`src/rtl/deserializador_align_pkg.sv`:
```
// Shared definitions for the comma-aligned deserializer.
// State encodings match the serializer and decoder on the same link.
package deserializador_align_pkg;

    typedef enum logic [1:0] {
        ST_HUNT   = 2'd0,
        ST_SYNC   = 2'd1,
        ST_LOCKED = 2'd2
    } state_t;

    localparam logic [7:0] DEF_COMMA = 8'hBC;

    // Counter width for values 0..n-1, never narrower than one bit.
    function automatic int unsigned cnt_w(input int unsigned n);
        return (n > 1) ? $clog2(n) : 1;
    endfunction

endpackage

```
`src/rtl/deserializador_align_shift.sv`:
```
// Serial shift register and word-phase counter.
// Exposes the candidate word including the bit being presented.
module deser_shift_align
    import deserializador_align_pkg::*;
#(
    parameter int WIDTH = 8
) (
    input  logic             clk,
    input  logic             rst_n,
    input  logic             en,
    input  logic             data,
    input  logic             clr,
    output logic [WIDTH-1:0] cand,
    output logic             word_end
);

    localparam int BW = cnt_w(WIDTH);

    // Only WIDTH-1 history bits are needed; the newest bit comes from data.
    logic [WIDTH-2:0] sh;
    logic [BW-1:0]    bit_cnt;

    assign cand     = {sh, data};
    assign word_end = (bit_cnt == BW'(WIDTH - 1));

    always_ff @(posedge clk or negedge rst_n) begin
        if (!rst_n) begin
            sh      <= '0;
            bit_cnt <= '0;
        end else if (en) begin
            sh <= cand[WIDTH-2:0];
            if (clr || word_end) begin
                bit_cnt <= '0;
            end else begin
                bit_cnt <= bit_cnt + 1'b1;
            end
        end
    end

endmodule

```
`src/rtl/deserializador_align.sv`:
```
// Serial-to-parallel converter with comma-based word alignment.
// Hunts for COMMA, confirms it LOCK_COUNT times, then emits words.
module deserializador_align
    import deserializador_align_pkg::*;
#(
    parameter int               WIDTH      = 8,
    parameter logic [WIDTH-1:0] COMMA      = WIDTH'(DEF_COMMA),
    parameter int               LOCK_COUNT = 3,
    parameter int               MAX_GAP    = 16
) (
    input  logic             clk,
    input  logic             rst_n,
    input  logic             data,
    input  logic             en,
    input  logic             DK,
    output logic [WIDTH-1:0] out,
    output logic             out_DK,
    output logic             out_valid,
    output logic             locked
);

    localparam int CW = cnt_w(LOCK_COUNT + 1);
    localparam int GW = cnt_w(MAX_GAP + 1);

    state_t           state;
    logic [CW-1:0]    comma_cnt;
    logic [GW-1:0]    gap_cnt;
    logic [CW-1:0]    comma_nxt;
    logic [GW-1:0]    gap_nxt;
    logic [WIDTH-1:0] cand;
    logic             word_end;
    logic             is_comma;
    logic             hunting;

    assign hunting   = (state == ST_HUNT);
    assign is_comma  = (cand == COMMA);
    assign comma_nxt = comma_cnt + 1'b1;
    assign gap_nxt   = (gap_cnt == GW'(MAX_GAP)) ? gap_cnt
                                                 : gap_cnt + 1'b1;

    // Bit phase is pinned to zero while hunting so it restarts on a match.
    deser_shift_align #(
        .WIDTH(WIDTH)
    ) u_shift (
        .clk     (clk),
        .rst_n   (rst_n),
        .en      (en),
        .data    (data),
        .clr     (hunting),
        .cand    (cand),
        .word_end(word_end)
    );

    always_ff @(posedge clk or negedge rst_n) begin
        if (!rst_n) begin
            state     <= ST_HUNT;
            comma_cnt <= '0;
            gap_cnt   <= '0;
            out       <= '0;
            out_DK    <= 1'b0;
            out_valid <= 1'b0;
            locked    <= 1'b0;
        end else begin
            out_valid <= 1'b0;
            if (en) begin
                unique case (state)
                    ST_HUNT: begin
                        if (is_comma) begin
                            comma_cnt <= CW'(1);
                            gap_cnt   <= '0;
                            if (LOCK_COUNT == 1) begin
                                state  <= ST_LOCKED;
                                locked <= 1'b1;
                            end else begin
                                state <= ST_SYNC;
                            end
                        end
                    end
                    ST_SYNC: begin
                        if (word_end) begin
                            if (is_comma) begin
                                comma_cnt <= comma_nxt;
                                if (comma_nxt == CW'(LOCK_COUNT)) begin
                                    state   <= ST_LOCKED;
                                    locked  <= 1'b1;
                                    gap_cnt <= '0;
                                end
                            end else begin
                                state     <= ST_HUNT;
                                comma_cnt <= '0;
                            end
                        end
                    end
                    ST_LOCKED: begin
                        if (word_end) begin
                            out       <= cand;
                            out_DK    <= DK;
                            out_valid <= 1'b1;
                            if (is_comma) begin
                                gap_cnt <= '0;
                            end else if (MAX_GAP > 0) begin
                                // The word that exhausts the gap budget is still delivered.
                                if (gap_nxt == GW'(MAX_GAP)) begin
                                    state     <= ST_HUNT;
                                    locked    <= 1'b0;
                                    gap_cnt   <= '0;
                                    comma_cnt <= '0;
                                end else begin
                                    gap_cnt <= gap_nxt;
                                end
                            end
                        end
                    end
                    default: begin
                        state     <= ST_HUNT;
                        locked    <= 1'b0;
                        comma_cnt <= '0;
                        gap_cnt   <= '0;
                    end
                endcase
            end
        end
    end

endmodule

```
`config.mk`:
```
export PLATFORM = sky130hd
export DESIGN_NAME = deserializador_align
export DESIGN_NICKNAME = d
export VERILOG_FILES = /design/src/rtl/deserializador_align_pkg.sv /design/src/rtl/deserializador_align_shift.sv /design/src/rtl/deserializador_align.sv
export SDC_FILE = /design/constraint.sdc
export NUM_CORES = 1
export LEC_CHECK = 0
export CAP_MARGIN = 20
export CORE_ASPECT_RATIO = 0.5
export CORE_UTILIZATION = 35
export DETAILED_ROUTE_END_ITERATION = 10
export MAX_ROUTING_LAYER = met4
export SETUP_SLACK_MARGIN = 0.2
export SLEW_MARGIN = 20
export SYNTH_ARGS = -nofsm -noshare
export SYNTH_HDL_FRONTEND = slang
export SYNTH_HIERARCHICAL = 1
export SYNTH_SLANG_ARGS = --single-unit
```
`constraint.sdc`:
```
create_clock -name clk -period 3.9 [get_ports clk]
set_input_delay 0.78 -clock clk [delete_from_list [all_inputs] [get_ports clk]]
set_output_delay 0.78 -clock clk [all_outputs]
set_load 0.005 [all_outputs]
```
### After elaboration in Yosys (flattened, before gate mapping)

Index checks and enable logic that the tools add are counted.

* register bits: 30
* bits in latches: 0
* RAM bits: 0
* ROM bits: 0
* bits of input ports: 5
* output and inout port bits: 11
* logic and storage cells: 66
* memories: 0

* add/sub/neg operators: 3
* $mul: 0
* div/mod/pow operators: 0
* order comparisons: 0
* equal/unequal tests: 15
* shift operators: 0
* muxes and demuxes: 31
* bitwise operators: 1
* reduce and logical (&&, ||, !) cells: 7

Operators with widths (number)
* 2-to-1 mux 5 bit: 8
* 2-to-1 mux 2 bit: 9
* one-hot mux 5 bit (3 select lines): 1
* one-hot mux 2 bit (3 select lines): 2
* AND reduction 6 bit: 2
* equality test 5 bit, second input constant: 2
* inequality test 2 bit, second input constant: 5
* 2-to-1 mux 1 bit: 9
* equality test 8 bit, second input constant: 1
* AND reduction 8 bit: 1
* AND reduction 7 bit: 1
* adder 5 x 1 -> 5 bit, second input constant: 1
* equality test 2 bit, second input constant: 2
* inequality test 2 x 1 -> 1 bit, second input constant: 2
* adder 3 x 1 -> 3 bit, second input constant: 1
* equality test 3 bit, second input constant: 1
* 2-to-1 mux 3 bit: 1
* inequality test 3 bit, second input constant: 1
* one-hot mux 1 bit (3 select lines): 1
* AND reduction 3 bit: 1
* adder 2 x 1 -> 2 bit, second input constant: 1
* equality test 2 x 1 -> 1 bit, second input constant: 1
* logical NOT 2 bit: 1
* logical OR 1 bit: 1
* NOT 1 bit: 1

### Depth between registers and ports, before layout

* depth after elaboration: 7
* gate-level depth with buffers: 7

### Hierarchy

The synthesis kept the hierarchy.

Modules (own cells, without submodules)
* deserializador_align: times used 1, cells each 96, area each 1042.2 sq um
* deser_shift_align: times used 1, cells each 30, area each 420.4 sq um

### Least setup slack after synthesis

Ideal clock, no wire load.

* kind: input to register
* start point: input data
* end point: register comma_cnt[1]
* data arrival time: 1907 ps
* data required time: 3773 ps
* setup slack: 1866 ps
* cell stages on the path: 7
* path buffers: 2
* path through: buf_4 > nand4bb_1 > or2_2 > clkbuf_1 > a21o_1 > a22oi_1 > o21ai_1

* word-level cells in the longest chain between the ends: 4
* elaborated cells on any way between the ends: 7
* classes of those cells: eq/ne: 3; mux: 3; reduce/logical: 1

RTL lines
* from (decl): RTL line deserializador_align.sv:13 `input logic data,`
* equality test 8 bit *: RTL line deserializador_align.sv:36 `assign is_comma = (cand == COMMA);`
* 2-to-1 mux 2 bit: RTL line deserializador_align.sv:81 `if (is_comma) begin`
* 2-to-1 mux 2 bit: RTL line deserializador_align.sv:80 `if (word_end) begin`
* one-hot mux 2 bit (3 select lines): RTL line deserializador_align.sv:66 `unique case (state)`
* to (signal assigned): RTL line deserializador_align.sv:82 `comma_cnt <= comma_nxt;`
* to (decl): RTL line deserializador_align.sv:26 `logic [CW-1:0] comma_cnt;`

Mark *: on every way between the ends. The rest lies on a longest branch, timed or not. The select of a mux whose other input is x is not followed.
A chain may end at the register's enable or synchronous reset.

### Final worst setup path

* start point: input en
* end point: register out[3]

* word-level cells in the longest chain between the ends: 1

RTL lines
* from (decl): RTL line deserializador_align.sv:14 `input logic en,`
* AND reduction 3 bit (no source line)
* to (signal assigned): RTL line deserializador_align.sv:96 `out <= cand;`
* to (decl): RTL line deserializador_align.sv:16 `output logic [WIDTH-1:0] out,`

Every way passes these cells.

==> implementation parameters <==
Parameter                              Value

Synthesis
  Post-Synth Simple-Gate Area    14.8%
  Most frequent cell after synthesis    dfrtp_1
  Area fraction of the dominant cell type after synthesis    51.3%
  Cell area after technology mapping    0.00146 sq mm
  Synthesized instance count    126
  Largest family of logic cells by synthesized area    simple AND/OR/NAND/NOR gates
  Arithmetic-cell share of the synthesized area counting full adders, half adders and majority gates    4.28%
  FFs w/ async S/R, synth    100%
  XOR/XNOR share of the synthesized area    2.40%
  Most area-hungry cell type in the Yosys netlist    dfrtp_1
  Number of warnings issued by yosys    6
  EDFF count, synth    0
  Sequential share of the synthesized area    51.3%
  Portion of netlist area occupied by mux cells    12.3%
  Most used DFF post-synth    dfrtp_1
  Mean area per synthesized cell    11.6 sq um
  Area fraction in compound gates after synthesis    11.0%
  Synthesis-stage register bit count    30
  Netlist cell types    37
  Total nets after synthesis    136
  Most instantiated cells after synthesis    dfrtp_1, mux2_2, nand2_1
  Leading cell types by total area after synthesis    dfrtp_1, mux2_2, ha_1, o21ai_0, nand2_1

STA
  Relative max-transition margin    61.6%
  Actual transition at the worst max-transition pin    575 ps
  Final critical path time including I/O delays and setup    2420 ps
  Minimum hold slack    508 ps
  Number of hold-slack violations in the final timing report    0
  RSZ-0062 raised after global routing    no
  Share of the clock period used by the worst path after layout    62.1%
  Number of setup violations in the final report    0
  Final setup TNS    0 ps
  Highest attainable clock frequency    0.413 GHz
  Final Slew Violations    0
  Largest clock skew in the final design    4.25 ps

Global route
  Initial antenna violation count    0
  Grt ovf    0
  Wire length of the first global-routing pass    4200 um
  Maximum number of pins on one net before global-route repair    31
  Via count of the first global-routing pass    915
  Total track usage    13.8%

Clock network
  Number of hold buffers added after cts    0
  Buffer cell driving the clock tree root    clkbuf_8
  Total number of H-tree levels    2
  CTS resizes    0
  Clock sink count    30
  Buffers from clock root to sink, at most    2
  Clock tree from TritonCTS    done
  Total clock buffers created by CTS    5
  Total setup buffers inserted after CTS    0
  Clock latency reported for the late side of the worst-skew pair    280 ps
  Clock edge transition at the registers on the reported setup and hold paths    60 ps

Final layout
  Final net count    154
  Area grow syn2layout    21.3%
  Antenna Diode Count    0
  Number of filler instances in the final layout    339
  Proportion of layout cells with a drive suffix above 1    22.2%
  Post-layout instance area    0.00177 sq mm
  Non-filler cells in the finished layout    198

Setup path
  Largest fanout on the critical path    15
  Arrival time reported for the critical path endpoint    2590 ps
  Critical Path Source Type    primary input
  Required time of the critical path    4070 ps
  Capturing element type of the critical path    register
  Start-to-end type of the worst setup path    in -> reg

Pwr
  Final Power    709 uW
  Power per cell area    400 mW/mm^2
  Leakage power figure    0.000765 uW
  IR drop worst, VDD    0.148 mV

Routing
  First DRT Iteration DRCs    26
  Final Routed Wirelength    2550 um
  Iteration count of the initial detailed-routing pass    4
  Wire length per cell after detailed routing    12.9 um
  Number of vias after detailed routing    980
  DRC violations left    0
  Post-detailed-route count of antenna-violating nets    0
  Via-per-instance ratio    4.95

Placement
  Cell count after placement    191
  Placed Instance Area    0.00166 sq mm
  Input/output buffers    15
  Final HPWL from detailed placement    1800 um
  Final weighted congestion in routability-driven placement    0.753

Floorplanning
  Effective utilization at floorplan    37.1%
  Core Area    0.00394 sq mm
  Die boundary width    93.4 um
  Site Rows    16
  Top-level I/O count    16
  Y dimension of the die    47.7 um
  Full die area    0.00446 sq mm

Outcome
  Run status    finished clean

Hold path
  Worst min-delay path class    reg -> reg

Job
  Number of violations of the max-capacitance limit    0
flip-flops by register name, indices dropped and copies added, names as in the netlist:
| name | cells |
|---|---|
| out | 8 |
| u_shift/sh | 7 |
| gap_cnt | 5 |
| u_shift/bit_cnt | 3 |
| comma_cnt | 2 |
| state | 2 |
| locked | 1 |
| out_DK | 1 |
| out_valid | 1 |
per-layer routing:
layer | wire length [um] | GRT usage (%) | vias to the layer above | part of all wire (%)
met2 | 1170 | 20.4 | 11 | 46
li1 | - | - | 485 | -
met1 | 1280 | 16.3 | 484 | 50
met5 | 0 | - | - | 0
met4 | 0 | 5.23 | 0 | 0
met3 | 97 | 6.83 | 0 | 3.8
stage by stage:
stage	utilization, %	setup slack, ps
global placement	42.1	1180
floorplan	-	1870
detailed placement	42.1	1160
global route	45.0	1350
CTS	45.0	1460
finish	45.0	1480
layout make-up:
| class | instances | area (sq um) | area share (%) |
|---|---|---|---|
| sequential | 30 | 751 | 42.3 |
| timing repair buffer | 16 | 158 | 8.89 |
| inverter | 8 | 30.0 | 1.69 |
| tap | 54 | 67.6 | 3.81 |
| clock inverter | 1 | 30.0 | 1.69 |
| multi-input combinational | 83 | 656 | 37.0 |
| clock buffer | 6 | 82.6 | 4.65 |
report_power, final:
group | switching (uW) | internal (uW) | total, uW
combinational | 19.3 | 24.6 | 43.9
sequential | 16.6 | 332 | 348
clock | 113 | 204 | 317
total | 149 | 560 | 709
cells in the final DEF, fill, tap and decap left out, types with 3 or more instances in the layout:
master           Yosys  layout
nor3_1               3       3
nand2_1              9       9
clkbuf_8             0       6
xnor2_1              3       3
inv_1                8       8
clkdlybuf4s50_1      0      15
ha_1                 5       5
nand3_1              4       4
dfrtp_1             30      30
o21ai_0              7       7
nor2b_1              3       3
nor2_1               6       6
mux2_2              16      16
critical path, stage by stage:
cell,delay (ps)
clkdlybuf4s50_1,830
nand3_1,530
mux2_2,440
worst paths after layout:
path                                   startpoint                              to  slack, ps  cells after the start
setup / recovery                               en              out[3]$_DFFE_PN0P_       1480                      3
hold / removal                 out[6]$_DFFE_PN0P_              out[6]$_DFFE_PN0P_        510                      1
hold reg to reg                out[6]$_DFFE_PN0P_              out[6]$_DFFE_PN0P_        510                      1
max in group asynchronous                   rst_n  u_shift/bit_cnt[0]$_DFFE_PN0P_       2730                      2
setup reg to reg           gap_cnt[0]$_DFFE_PN0P_              locked$_DFFE_PN0P_       1760                      7
min in group asynchronous                   rst_n          gap_cnt[4]$_DFFE_PN0P_        890                      2
logic make-up after synthesis:
logic type / Yosys count
fa+ha+maj: 5
simple gates: 35
compound gates: 23
mux: 16
flops: 30
buf+inv: 13
xor+xnor: 4
Note: power is estimated with default switching activity, not from simulation.
==> edit 1 (same settings) <==
The 3 states of `state_t` get a one-hot encoding in 3 bits.
--- a/src/rtl/deserializador_align_pkg.sv
+++ b/src/rtl/deserializador_align_pkg.sv
@@ -4,6 +4,6 @@
 
-    typedef enum logic [1:0] {
-        ST_HUNT   = 2'd0,
-        ST_SYNC   = 2'd1,
-        ST_LOCKED = 2'd2
+    typedef enum logic [2:0] {
+        ST_HUNT   = 3'b001,
+        ST_SYNC   = 3'b010,
+        ST_LOCKED = 3'b100
     } state_t;
Function: no difference found for any inputs over 10 cycles, from zero or initial values and one cycle with rst_n low; not proved beyond that.
==> edit 1 against the unedited design <==
Worst setup slack lost 0.12 ns; non-clock buffer count is the same; highest routed layer is now met4; wire length grew 15%; sequential cell count grew 1; global-route usage grew 0.23 points; die area grew 8.5%; design area grew 4.3%; fmax shrank 4.8%; cell count grew 5.1%; synthesized area grew 8.8%; synthesized cell count grew 8.7%.
Power is not compared: it rests on default switching activity, and its combinational part moved more than twofold at a synthesized area within 25%.
==> edit 1: results (changes against the unedited design) <==
metric,value,unit,change
outcome,completed,,
largest net degree at the start of global routing,32,,+3.2%
Largest regs,"out (8), u_shift/sh (7), gap_cnt (5)",,
HP Class,reg2reg,,
worst reg2reg setup slack,1.83,ns,+0.07 ns
"Seq/Total Area, Yosys",0.4882,,-0.02505
RD Place Congestion,0.8352,,+11%
Yosys warnings,6,,unchanged
global-route wire length before repair,5.112,mm,+22%
"CP delay by family, top",buffers and inverters,,
Detail Placement HPWL,2.033,mm,+13%
vias in the first global route,1064,,+16%
Synth Area in Compound Gates,0.1179,,+0.007574
Setup Skew,0.005107,ns,+0.0008582 ns
clk_lat worst skew,0.28,ns,about the same
number of fill cells,390,,+15%
DR vias/cell,5.260,,+6.3%
DRT Wirelength,2.948,mm,+15%
initial DRC count,51,,+96%
CP peak stage delay,0.85,ns,+0.02 ns
slowest CP cell,clkdlybuf4s50_1,,
share of cells above drive strength 1,0.2078,,-0.01443
Commonest cells post-synth,"dfrtp_1 (30), mux2_2 (17), inv_1 (10)",,
CTS Buf Count,5,,unchanged
Synth area leaders,"dfrtp_1 (47%), mux2_2 (12%), ha_1 (3.9%), inv_1 (2.4%), nand2_1 (2.1%)",,
# Post-CTS Setup Buffers,0,,unchanged
multiplexer share of the synthesized area,0.1407,,+0.01754
synth unique cells,46,,+24%
Root Buffer,clkbuf_8,,
Tot GR Track Use,0.1399,,+0.002348
Clock Path Buffers,2,,unchanged
Post-synth ARST share,1.000,,unchanged
clock-pin slew on the worst setup and hold paths,0.07,ns,
Crit Path Max Fanout,17,,+2
port bufs,15,,unchanged
initial antenna violation count,0,,unchanged
TritonRoute pass-1 iters,4,,unchanged
Mapped Nets,147,,+8.1%
Final Net Count,163,,+5.8%
Post-Synth XOR/XNOR Area,0.02201,,-0.001940
Static Leakage,0.8130,nW,
Synth Area in Adders,0.03931,,-0.003463
Least-Margin Pin Slew,0.6017,ns,+0.02711 ns
htree depth,2,,unchanged
CTS resizes,0,,unchanged
diode count,0,,unchanged
VDD IR-drop max,321.7,µV,
edit 1: cell types whose count changed after synthesis, sizes merged, moves of 3 or more:
cell	delta
buf	+5
a21oi	+3
a22o	-3
clkbuf	-3
mux2	+3
nor2b	-3
o21ai	-3
or3b	+3
edit 1: area by class of cell:
| cell class | instances | area (µm²) | area share |
|---|---|---|---|
| clock inverters | 3 | 20.02 | 0.01082 |
| flip-flops and latches | 31 | 777.0 | 0.4199 |
| well taps | 54 | 67.56 | 0.03651 |
| multi-input cells | 89 | 721.9 | 0.3901 |
| inverters | 10 | 37.54 | 0.02028 |
| repair buffers | 16 | 157.7 | 0.08519 |
| clock buffers | 5 | 68.82 | 0.03719 |
edit 1: metrics by stage:
step / cells / hold WS, ns / total power, mW / area (µm²) / worst slack (ns)
floorplan: 137 / 0.4684 / 0.6439 / 1592 / 1.649
global placement: 200 / 0.4839 / 0.7791 / 1762 / 1.107
detailed placement: 200 / 0.4950 / 0.7850 / 1762 / 1.048
CTS: 208 / 0.5132 / 1.044 / 1851 / 1.347
global route: 208 / 0.5351 / 1.103 / 1851 / 1.220
finish: 208 / 0.5103 / 1.035 / 1851 / 1.355
edit 1: logic make-up after synthesis:
family          after synthesis
simple gates                 33
flops                        31
compound gates               27
mux                          20
buf+inv                      17
fa+ha+maj                     5
xor+xnor                      4
edit 1: report_power, final:
| part | leakage (nW) | switching [mW] | internal [mW] |
|---|---|---|---|
| Combinational | 0.385 | 0.117 | 0.185 |
| Clock | 0.0402 | 0.132 | 0.124 |
| Sequential | 0.387 | 0.0630 | 0.413 |
edit 1: final timing paths:
path | start | endpoint | cells past startpoint
setup reg to reg | u_shift/bit_cnt[0] | comma_cnt[1] | 6
setup / recovery | en | gap_cnt[0] | 5
hold reg to reg | out[2] | out[2] | 1
max in group asynchronous | rst_n | state[0] | 2
min in group asynchronous | rst_n | gap_cnt[1] | 2
hold / removal | out[2] | out[2] | 1
edit 1: layer usage:
layer  GRT usage  up-vias  wire length (µm)
li1            -      531                 -
met3     0.04539        4               184
met5           -        -                 0
met4     0.05147        0                35
met2      0.1958       34              1206
met1      0.1891      525              1522
edit 1: worst register-to-register path: stages (launching register included):
cell,delay (ns)
dfrtp_1,0.40
ha_1,0.20
ha_1,0.25
o31ai_1,0.41
nor4_1,0.12
a22oi_2,0.22
mux2_1,0.35
==> edit 2 (config.mk and constraints unchanged) <==
Made on the original files. Change the parameter `LOCK_COUNT` from 3 to 6.
--- a/src/rtl/deserializador_align.sv
+++ b/src/rtl/deserializador_align.sv
@@ -7,3 +7,3 @@
     parameter logic [WIDTH-1:0] COMMA      = WIDTH'(DEF_COMMA),
-    parameter int               LOCK_COUNT = 3,
+    parameter int               LOCK_COUNT = 6,
     parameter int               MAX_GAP    = 16
Formal check against the unedited RTL: no difference found for any inputs over 10 cycles, from zero or initial values and one cycle with rst_n low; that may be too few to reach the edited logic, so the function may still have changed.
==> edit 2 against the unedited design <==
Synthesized area is 12% higher; worst setup slack lost 0.18 ns; wire length increased by 12%; design area grew 9.9%; sequential cell count grew 1; first-iteration DRC count rose by 140%; via count up 16%; fmax decreased by 6.9%; cell count rose by 12%; total power rose by 11%.
==> edit 2: results (changes against the unedited design) <==
metric,value,unit,change
M1 wire length,1.475,mm,+15%
DR vias/cell,5.158,,+4.2%
Crit Path Max Fanout,21,,+6
worst reg2reg setup slack,1.79,ns,+0.03 ns
Post-DP Area,1817,µm²,+9.3%
worst setup path endpoint,gap_cnt[3],,
Synth area leaders,"dfrtp_1 (47%), mux2_2 (10%), ha_1 (4.6%), nand2_1 (3.2%), nand3_1 (2.4%)",,
Met3 Wirelength,78,µm,-20%
Mapped Nets,157,,+15%
global-route wire length before repair,5.133,mm,+22%
Tot GR Track Use,0.1401,,+0.002509
"Seq/Total Area, Yosys",0.4744,,-0.03889
dpl ws,1.015,ns,-0.1455 ns
Final Net Count,174,,+13%
R2R cell count,6,,-1
routed wl met2,1.240,mm,+5.8%
via count,1140,,+16%
Yosys warnings,6,,unchanged
fin crit period,2.603,ns,+0.1806 ns
VDD IR-drop max,183.5,µV,+24%
DP Cell Count,213,,+12%
RD Place Congestion,0.8357,,+11%
clk_lat worst skew,0.28,ns,about the same
Setup Skew,0.007341,ns,+0.003093 ns
Commonest cells post-synth,"dfrtp_1 (31), mux2_2 (15), nand2_1 (14)",,
Detail Placement HPWL,2.074,mm,+15%
clock-pin slew on the worst setup and hold paths,0.07,ns,
critical path arrival,2.82,ns,+0.23 ns
DRT Wirelength,2.851,mm,+12%
Post-synth ARST share,1.000,,unchanged
initial DRC count,63,,+140%
Static Leakage,0.8378,nW,+9.5%
outcome,completed,,
Least-Margin Pin Slew,0.7245,ns,+0.1499 ns
DR top layer,met4,,
vias in the first global route,1088,,+19%
Syn Area/Cell,11.20,µm²,-3.5%
TritonRoute pass-1 iters,4,,unchanged
largest net degree at the start of global routing,32,,+3.2%
share of cells above drive strength 1,0.1951,,-0.02710
synth unique cells,47,,+27%
edit 2: changes by cell type in the layout (fill, tap and decap cells not counted), moves of 2 or more:
| cell | delta |
|---|---|
| nand2_1 | +5 |
| o2bb2ai_1 | +2 |
| nor2b_1 | -3 |
| a31o_2 | +2 |
| or2b_1 | +2 |
| nand3_1 | +4 |
| a21oi_1 | +2 |
| xnor2_1 | -2 |
| nand2b_1 | +2 |
edit 2: kinds of logic after synthesis:
kind of cell | share of synthesized area
buffers and inverters | 0.04973
AOI/OAI and AO/OA | 0.1339
and+or+nand+nor | 0.1760
DFF | 0.4744
adders and majority gates | 0.04591
muxes | 0.1094
xor gates and xnor gates | 0.01071
edit 2: worst min path at each step:
stage	cells after the start	startpoint	slack, ns	end
global placement	2	out_DK	0.46	out_DK
global route	2	out_DK	0.50	out_DK
CTS	2	out_DK	0.48	out_DK
floorplan	2	out_DK	0.47	out_DK
finish	2	out_DK	0.48	out_DK
detailed placement	2	out_DK	0.47	out_DK
edit 2: layer usage:
layer | vias up | track usage
li1 | 570 | -
met1 | 548 | 0.1807
met2 | 14 | 0.2007
met3 | 8 | 0.03760
met4 | 0 | 0.07960
met5 | - | -
edit 2: area by class of cell:
cell class / count / area [µm²]
multi-input combinational: 100 / 778.2
sequential: 31 / 775.7
clock inverter: 2 / 60.06
inverter: 9 / 33.78
timing repair buffer: 16 / 157.7
clock buffer: 6 / 72.57
fill: 416 / 2496
tap: 57 / 71.32
edit 2: where the power goes:
group / total [mW] / switching (mW) / internal [mW]
combinational: 0.0493 / 0.0228 / 0.0265
sequential: 0.361 / 0.0210 / 0.340
clock: 0.373 / 0.118 / 0.255
edit 2: critical path: stages:
cell,delay (ns)
clkdlybuf4s50_1,0.94
o21a_1,0.28
o221ai_2,0.19
or4_1,0.53
nand3_1,0.09
